$ cat config.mk
export PLATFORM = sky130hd
export DESIGN_NAME = vram_arbiter
export DESIGN_NICKNAME = d
export VERILOG_FILES = /design/src/rtl/vram_arb_pkg.sv /design/src/rtl/vram_arb_rdpipe.sv /design/src/rtl/vram_arbiter.sv
export SDC_FILE = /design/constraint.sdc
export NUM_CORES = 1
export LEC_CHECK = 0
export BUFFER_PORTS_ARGS = -buffer_cell sky130_fd_sc_hd__buf_2
export CAP_MARGIN = 25
export CORE_MARGIN = 8
export CORE_UTILIZATION = 43
export CTS_CLUSTER_DIAMETER = 60
export DETAILED_ROUTE_END_ITERATION = 8
export GPL_TIMING_DRIVEN = 0
export PLACE_DENSITY = 0.74
export SLEW_MARGIN = 40
export SYNTH_ARGS = -nofsm -noshare
export SYNTH_HDL_FRONTEND = slang
export SYNTH_HIERARCHICAL = 1
export SYNTH_SLANG_ARGS = --single-unit
$ cat constraint.sdc
create_clock -name clk25 -period 1.6 [get_ports clk25]
set_input_delay 0.08 -clock clk25 [delete_from_list [all_inputs] [get_ports clk25]]
set_output_delay 0.08 -clock clk25 [all_outputs]
set_load 0.01 [all_outputs]
$ cat src/rtl/vram_arb_pkg.sv
// Shared types and helpers for the VRAM arbiter: FSM states, requester IDs and
// the write byte-lane decode.
package vram_arb_pkg;

  typedef enum logic {
    ST_IDLE  = 1'b0,
    ST_BURST = 1'b1
  } arb_state_t;

  typedef enum logic [1:0] {
    ID_NONE = 2'd0,
    ID_DISP = 2'd1,
    ID_CPU0 = 2'd2,
    ID_CPU1 = 2'd3
  } req_id_t;

  // Lane k of a 32-bit word holds byte address offset k (little-endian).
  function automatic logic [3:0] lane_onehot(input logic [1:0] off);
    lane_onehot = 4'b0001 << off;
  endfunction

endpackage

$ cat src/rtl/vram_arb_rdpipe.sv
// Read-return pipeline: carries the issuing requester and byte offset alongside
// the RAM access and steers ram_rddata to the matching rvalid/rdata outputs.
module vram_arb_rdpipe
  import vram_arb_pkg::*;
(
  input  logic        clk25,
  input  logic        res_n,
  input  req_id_t     rd_id,
  input  logic [1:0]  rd_off,
  input  logic [31:0] ram_rddata,
  output logic        disp_rvalid,
  output logic [31:0] disp_rdata,
  output logic        cpu0_rvalid,
  output logic [7:0]  cpu0_rdata,
  output logic        cpu1_rvalid,
  output logic [7:0]  cpu1_rdata
);

  req_id_t    id_p0;
  logic [1:0] off_p0;

  function automatic logic [7:0] lane_byte(input logic [31:0] word, input logic [1:0] off);
    logic [31:0] shifted;
    shifted   = word >> {off, 3'b000};
    lane_byte = shifted[7:0];
  endfunction

  always_ff @(posedge clk25) begin
    if (!res_n) begin
      id_p0       <= ID_NONE;
      off_p0      <= '0;
      disp_rvalid <= 1'b0;
      cpu0_rvalid <= 1'b0;
      cpu1_rvalid <= 1'b0;
      disp_rdata  <= '0;
      cpu0_rdata  <= '0;
      cpu1_rdata  <= '0;
    end else begin
      // p0: address is at the RAM, data arrives during this stage
      id_p0       <= rd_id;
      off_p0      <= rd_off;
      // p1: capture returned word for the owner of the access
      disp_rvalid <= (id_p0 == ID_DISP);
      cpu0_rvalid <= (id_p0 == ID_CPU0);
      cpu1_rvalid <= (id_p0 == ID_CPU1);
      if (id_p0 == ID_DISP) disp_rdata <= ram_rddata;
      if (id_p0 == ID_CPU0) cpu0_rdata <= lane_byte(ram_rddata, off_p0);
      if (id_p0 == ID_CPU1) cpu1_rdata <= lane_byte(ram_rddata, off_p0);
    end
  end

endmodule

$ cat src/rtl/vram_arbiter.sv
// Single-port VRAM arbiter for display bursts and two CPU byte ports.
// Define VRAM_ARB_RR_EN for round-robin between CPU ports; otherwise cpu0 has fixed priority.
module vram_arbiter
  import vram_arb_pkg::*;
#(
  parameter int ADDR_W     = 17,
  parameter int DISP_BURST = 4
) (
  input  logic              clk25,
  input  logic              res_n,
  input  logic              disp_req,
  input  logic [ADDR_W-3:0] disp_addr,
  output logic              disp_ack,
  output logic              disp_rvalid,
  output logic [31:0]       disp_rdata,
  input  logic              cpu0_req,
  input  logic              cpu0_we,
  input  logic [ADDR_W-1:0] cpu0_addr,
  input  logic [7:0]        cpu0_wdata,
  output logic              cpu0_ack,
  output logic              cpu0_rvalid,
  output logic [7:0]        cpu0_rdata,
  input  logic              cpu1_req,
  input  logic              cpu1_we,
  input  logic [ADDR_W-1:0] cpu1_addr,
  input  logic [7:0]        cpu1_wdata,
  output logic              cpu1_ack,
  output logic              cpu1_rvalid,
  output logic [7:0]        cpu1_rdata,
  output logic [ADDR_W-3:0] ram_addr,
  output logic              ram_we,
  output logic [3:0]        ram_wrbytesel,
  output logic [31:0]       ram_wrdata,
  input  logic [31:0]       ram_rddata
);

  localparam int WA_W  = ADDR_W - 2;
  localparam int CNT_W = 4;

  arb_state_t        state;
  logic              from_burst;
  logic [CNT_W-1:0]  burst_cnt;
  req_id_t           rd_id;
  logic [1:0]        rd_off;

  logic              disp_elig;
  logic              cpu0_elig;
  logic              cpu1_elig;
  logic              pick_cpu1;
  req_id_t           gnt;

  logic              sel_we;
  logic [ADDR_W-1:0] sel_addr;
  logic [7:0]        sel_wdata;

  // A requester acked last cycle may still show its request; it sits this decision out.
  assign disp_elig = disp_req && !disp_ack;
  assign cpu0_elig = cpu0_req && !cpu0_ack;
  assign cpu1_elig = cpu1_req && !cpu1_ack;

`ifdef VRAM_ARB_RR_EN
  logic rr_ptr;

  always_ff @(posedge clk25) begin
    if (!res_n)                rr_ptr <= 1'b0;
    else if (gnt == ID_CPU0)   rr_ptr <= 1'b1;
    else if (gnt == ID_CPU1)   rr_ptr <= 1'b0;
  end
`endif

  always_comb begin
    gnt = ID_NONE;
`ifdef VRAM_ARB_RR_EN
    pick_cpu1 = cpu1_elig && (!cpu0_elig || rr_ptr);
`else
    pick_cpu1 = cpu1_elig && !cpu0_elig;
`endif
    if (state == ST_IDLE) begin
      // Right after a burst a waiting CPU goes first so back-to-back bursts cannot starve it.
      if (disp_elig && !(from_burst && (cpu0_elig || cpu1_elig)))
        gnt = ID_DISP;
      else if (cpu0_elig || cpu1_elig)
        gnt = pick_cpu1 ? ID_CPU1 : ID_CPU0;
    end
  end

  assign sel_we    = (gnt == ID_CPU1) ? cpu1_we    : cpu0_we;
  assign sel_addr  = (gnt == ID_CPU1) ? cpu1_addr  : cpu0_addr;
  assign sel_wdata = (gnt == ID_CPU1) ? cpu1_wdata : cpu0_wdata;

  always_ff @(posedge clk25) begin
    if (!res_n) begin
      state         <= ST_IDLE;
      from_burst    <= 1'b0;
      burst_cnt     <= '0;
      disp_ack      <= 1'b0;
      cpu0_ack      <= 1'b0;
      cpu1_ack      <= 1'b0;
      ram_addr      <= '0;
      ram_we        <= 1'b0;
      ram_wrbytesel <= '0;
      ram_wrdata    <= '0;
      rd_id         <= ID_NONE;
      rd_off        <= '0;
    end else begin
      disp_ack      <= (gnt == ID_DISP);
      cpu0_ack      <= (gnt == ID_CPU0);
      cpu1_ack      <= (gnt == ID_CPU1);
      ram_we        <= 1'b0;
      ram_wrbytesel <= '0;
      rd_id         <= ID_NONE;
      from_burst    <= 1'b0;
      case (state)
        ST_IDLE: begin
          if (gnt == ID_DISP) begin
            ram_addr <= disp_addr;
            rd_id    <= ID_DISP;
            rd_off   <= '0;
            if (DISP_BURST > 1) begin
              state     <= ST_BURST;
              burst_cnt <= CNT_W'(DISP_BURST - 1);
            end
          end else if (gnt != ID_NONE) begin
            ram_addr <= sel_addr[ADDR_W-1:2];
            rd_off   <= sel_addr[1:0];
            if (sel_we) begin
              ram_we        <= 1'b1;
              ram_wrbytesel <= lane_onehot(sel_addr[1:0]);
              ram_wrdata    <= {4{sel_wdata}};
            end else begin
              rd_id <= gnt;
            end
          end
        end
        ST_BURST: begin
          // Word address wraps naturally at the top of VRAM.
          ram_addr  <= ram_addr + WA_W'(1);
          rd_id     <= ID_DISP;
          rd_off    <= '0;
          burst_cnt <= burst_cnt - CNT_W'(1);
          if (burst_cnt == CNT_W'(1)) begin
            state      <= ST_IDLE;
            from_burst <= 1'b1;
          end
        end
        default: state <= ST_IDLE;
      endcase
    end
  end

  vram_arb_rdpipe u_rdpipe (
    .clk25       (clk25),
    .res_n       (res_n),
    .rd_id       (rd_id),
    .rd_off      (rd_off),
    .ram_rddata  (ram_rddata),
    .disp_rvalid (disp_rvalid),
    .disp_rdata  (disp_rdata),
    .cpu0_rvalid (cpu0_rvalid),
    .cpu0_rdata  (cpu0_rdata),
    .cpu1_rvalid (cpu1_rvalid),
    .cpu1_rdata  (cpu1_rdata)
  );

endmodule

==> results.txt <==
Synth Area in XOR/XNOR -> 1.094%
Reg clk slew, reported paths -> 0.11 ns
setup slack, reg-to-reg -> -0.20 ns
hold crit path type -> primary input to flop
port bufs -> 209
number of synthesized flops with an enable pin -> 0
adder-cell share of the synthesized area -> 0.7815%
crit start category -> flop
Root Driver -> clkbuf_8
TritonCTS clock tree -> yes
slew margin rel. -> 56.58%
Fill cells -> 866
crit path from -> from_burst
Pleak -> 3.365 nW
Warnings, synthesis -> 6
Post-Syn Area -> 4803 sq um
max cap viols -> 0
failing checks -> negative setup slack
H-tree levels -> 3
crit-path max FO -> 7
detailed-route via count -> 5406
RSZ-0062 raised after global routing -> yes
initial antenna violation count -> 0
Die Wd -> 121.7 microns
Max Fclk -> 0.5549 GHz
Post-synth top flop -> dfxtp_1
type of the worst setup path -> flop to flop
TritonCTS buffer count -> 9
Clock Sinks -> 96
Sequential Area -> 1942 sq um
# nets final -> 947
row cnt -> 38
multi-input logic area -> 2651 sq um
Final period util -> 112.6%
compound-gate portion of the synthesized area -> 22.71%
FF-to-FF Start -> from_burst
Ports -> 210
Crit. End Element -> flop
post-route minimum period -> 1.802 ns
Initial Util -> 44.12%
vias per cell -> 5.488
Unique masters post-synth -> 72
Post-Syn Instances -> 554
Pwr Density -> 813.9 nW/um^2
CP Data Required Time -> 1.87 ns
Mapped Avg Cell Area -> 8.670 sq um
vias in the first global route -> 5493
post-detail-place hpwl -> 13.34 mm
Slew Limit Fails -> 0
register area share after synthesis -> 40.01%
Ant. Diodes -> 0
die area -> 14810 sq um
TritonRoute pass-1 iters -> 5
Clock Skew -> 0.01191 ns
area delta synth->final -> 49.88%
Clk Latency, worst-skew pair -> 0.37 ns
synthesis-stage register bit count -> 96
wire per inst -> 18.65 microns
post-synthesis simple-gate area fraction -> 21.57%
gr ovfl total -> 0
worst r2r dst -> ram_addr[7]
setup tns final -> -3.107 ns
initial DRC count -> 406
Min Hold Slack -> 0.02484 ns
reg2reg path depth -> 6
worst vdd ir -> 0.5195 mV
post-synthesis mux area share -> 4.871%
# DRC -> 0
Async S/R FF share, synth -> 0%
core box area -> 10890 sq um
combinational family with the most area after synthesis -> compound AO/OA/AOI/OAI gates
first-pass GRT wire length -> 27.82 mm
die height -> 121.7 microns
routability-driven placement congestion ratio -> 0.9453
Final Setup Violations -> 30
Worst Tran Pin Value -> 0.6512 ns
critical path endpoint -> ram_addr[7]
worst path arrival time -> 2.07 ns
Detail Route Antenna Nets -> 0
Final Hold Fails -> 0
DRT Wirelength -> 18.37 mm
largest net degree at the start of global routing -> 19
PnR Total Power -> 5.859 mW
final worst-path setup slack -> -0.2021 ns
GRT Overall Usage -> 23.37%
Max Root-Sink Buffers -> 2
status -> complete, but fails checks
layout cells sized above 1 -> 42.37%
syn nets -> 661
hold path start -> cpu0_wdata[5]
## where the power goes
group,internal [mW],switching [mW]
clock,0.646,0.950
combinational,0.765,0.796
sequential,2.54,0.164
total,3.95,1.91
## final cells by class
type / count / area share [%]
well taps: 140 / 2.433
clock buffers: 10 / 1.912
flip-flops and latches: 96 / 26.97
multi-input cells: 389 / 36.83
inverters: 11 / 0.5735
plain buffers: 57 / 6.361
repair buffers: 276 / 24.16
clock inverters: 6 / 0.7647
## kinds of logic after synthesis
| group | Yosys count |
|---|---|
| AO/OA/AOI/OAI | 142 |
| AND/OR/NAND/NOR | 215 |
| XOR/XNOR | 6 |
| buffers and inverters | 69 |
| multiplexers | 23 |
| adder cells (fa/ha/maj) | 3 |
| flip-flops | 96 |
## per-layer routing
layer  GRT usage [%]  share of wire, %  vias up
met5               0                 0        -
li1                -                 -     2530
met3           7.543                10       40
met2           40.88                48      307
met1           26.64                39     2529
met4           6.862               2.2        0
## registers in the layout, indices dropped and copies added, names as in the netlist, 2 cells and up
name                 flops
ram_addr                15
u_rdpipe/off_p0          2
burst_cnt                4
ram_wrbytesel            4
u_rdpipe/disp_rdata     32
u_rdpipe/id_p0           2
ram_wrdata               8
rd_off                   2
u_rdpipe/cpu1_rdata      8
u_rdpipe/cpu0_rdata      8
rd_id                    2
## worst min-delay path by stage
| stage | endpoint | slack [ns] | depth (start not counted) |
|---|---|---|---|
| 6_report | ram_wrdata[29] | 0.02 | 3 |
| 5_1_grt | ram_wrdata[29] | 0.01 | 3 |
| 4_1_cts | ram_wrbytesel[3] | 0.0006 | 3 |
| 3_5_place_dp | u_rdpipe/disp_rdata[8] | 0.34 | 3 |
| 3_3_place_gp | u_rdpipe/disp_rdata[8] | 0.34 | 3 |
| 2_1_floorplan | u_rdpipe/disp_rdata[0] | 0.21 | 2 |
## worst max-delay path: stages, from the launching register on
cell and delay [ns]:
dfxtp_4 0.38, nor3b_4 0.43, nor4_4 0.12, buf_12 0.16
mux2_4 0.30, a221oi_2 0.26, nor2_1 0.07
## through the flow
stage | instances | setup slack (ns) | utilization [%] | cell area [sq um]
detailed placement | 903 | -0.3507 | 55.75 | 6070
CTS | 973 | -0.1864 | 63.73 | 6939
global route | 985 | -0.2511 | 66.12 | 7199
global placement | 903 | -0.3090 | 55.75 | 6070
finish | 985 | -0.2021 | 66.12 | 7199
floorplan | 554 | -0.09042 | - | 4848
## repair_timing
item / CTS / global route
endpoints found under the hold margin: 40 / 0
pin swaps: 6 / 9
gates resized for setup: 40 / 35
hold buffers: 47 / 0
gates cloned: 0 / 4
setup buffers: 7 / 9
endpoints found under the setup margin: 41 / 37
## synth_stat cells (2+ instances only)
| cell type | count | area, sq um |
|---|---|---|
| ha_1 | 3 | 37.54 |
| nor4_1 | 4 | 25.02 |
| dfxtp_1 | 96 | 1922 |
| nand4_1 | 3 | 18.77 |
| xor2_1 | 3 | 26.28 |
| clkbuf_1 | 8 | 30.03 |
| mux2i_1 | 20 | 200.2 |
| a22oi_1 | 3 | 22.52 |
| nand3b_1 | 4 | 30.03 |
| buf_2 | 14 | 70.07 |
| a221oi_1 | 4 | 35.03 |
| nand2b_1 | 3 | 18.77 |
| a21o_1 | 12 | 90.09 |
| mux2_2 | 3 | 33.78 |
| and2_1 | 5 | 31.28 |
| nor2b_1 | 2 | 12.51 |
| o21ai_1 | 3 | 15.01 |
| nand2_1 | 116 | 435.4 |
| nor2_1 | 26 | 97.59 |
| and3_1 | 10 | 62.56 |
| a221o_1 | 2 | 20.02 |
| nor3_1 | 11 | 55.05 |
| o21ai_0 | 12 | 60.06 |
| o31ai_1 | 4 | 30.03 |
| or3_1 | 4 | 25.02 |
| o221ai_1 | 7 | 61.31 |
| a211o_1 | 3 | 26.28 |
| a211oi_1 | 9 | 67.56 |
| a21boi_1 | 26 | 195.2 |
| buf_4 | 29 | 217.7 |
| a32oi_1 | 2 | 17.52 |
| a32o_1 | 2 | 20.02 |
| or2b_1 | 2 | 15.01 |
| a311oi_2 | 2 | 30.03 |
| a21oi_1 | 14 | 70.07 |
| nor2_2 | 2 | 12.51 |
| a21boi_0 | 8 | 60.06 |
| o22ai_1 | 7 | 43.79 |
| buf_6 | 6 | 67.56 |
| xnor2_1 | 3 | 26.28 |
| a311oi_1 | 7 | 61.31 |
| inv_1 | 10 | 37.54 |
| nand3_1 | 11 | 55.05 |
## cell usage in the layout, fill, tap and decap left out, types with 6 or more instances in the layout
master / n
buf_4: 44
mux2i_1: 19
and3_1: 9
dlygate4sd3_1: 47
o22ai_1: 7
a21boi_1: 26
buf_6: 7
clkbuf_8: 10
nand2_1: 111
o21ai_0: 8
nor2_1: 23
a21o_1: 12
nand3_1: 8
a211oi_1: 7
a21oi_1: 13
a21boi_0: 8
a311oi_2: 6
nor3_1: 8
inv_1: 10
o221ai_1: 7
dfxtp_1: 88
buf_2: 215
Note: power is estimated with default switching activity, not from simulation.
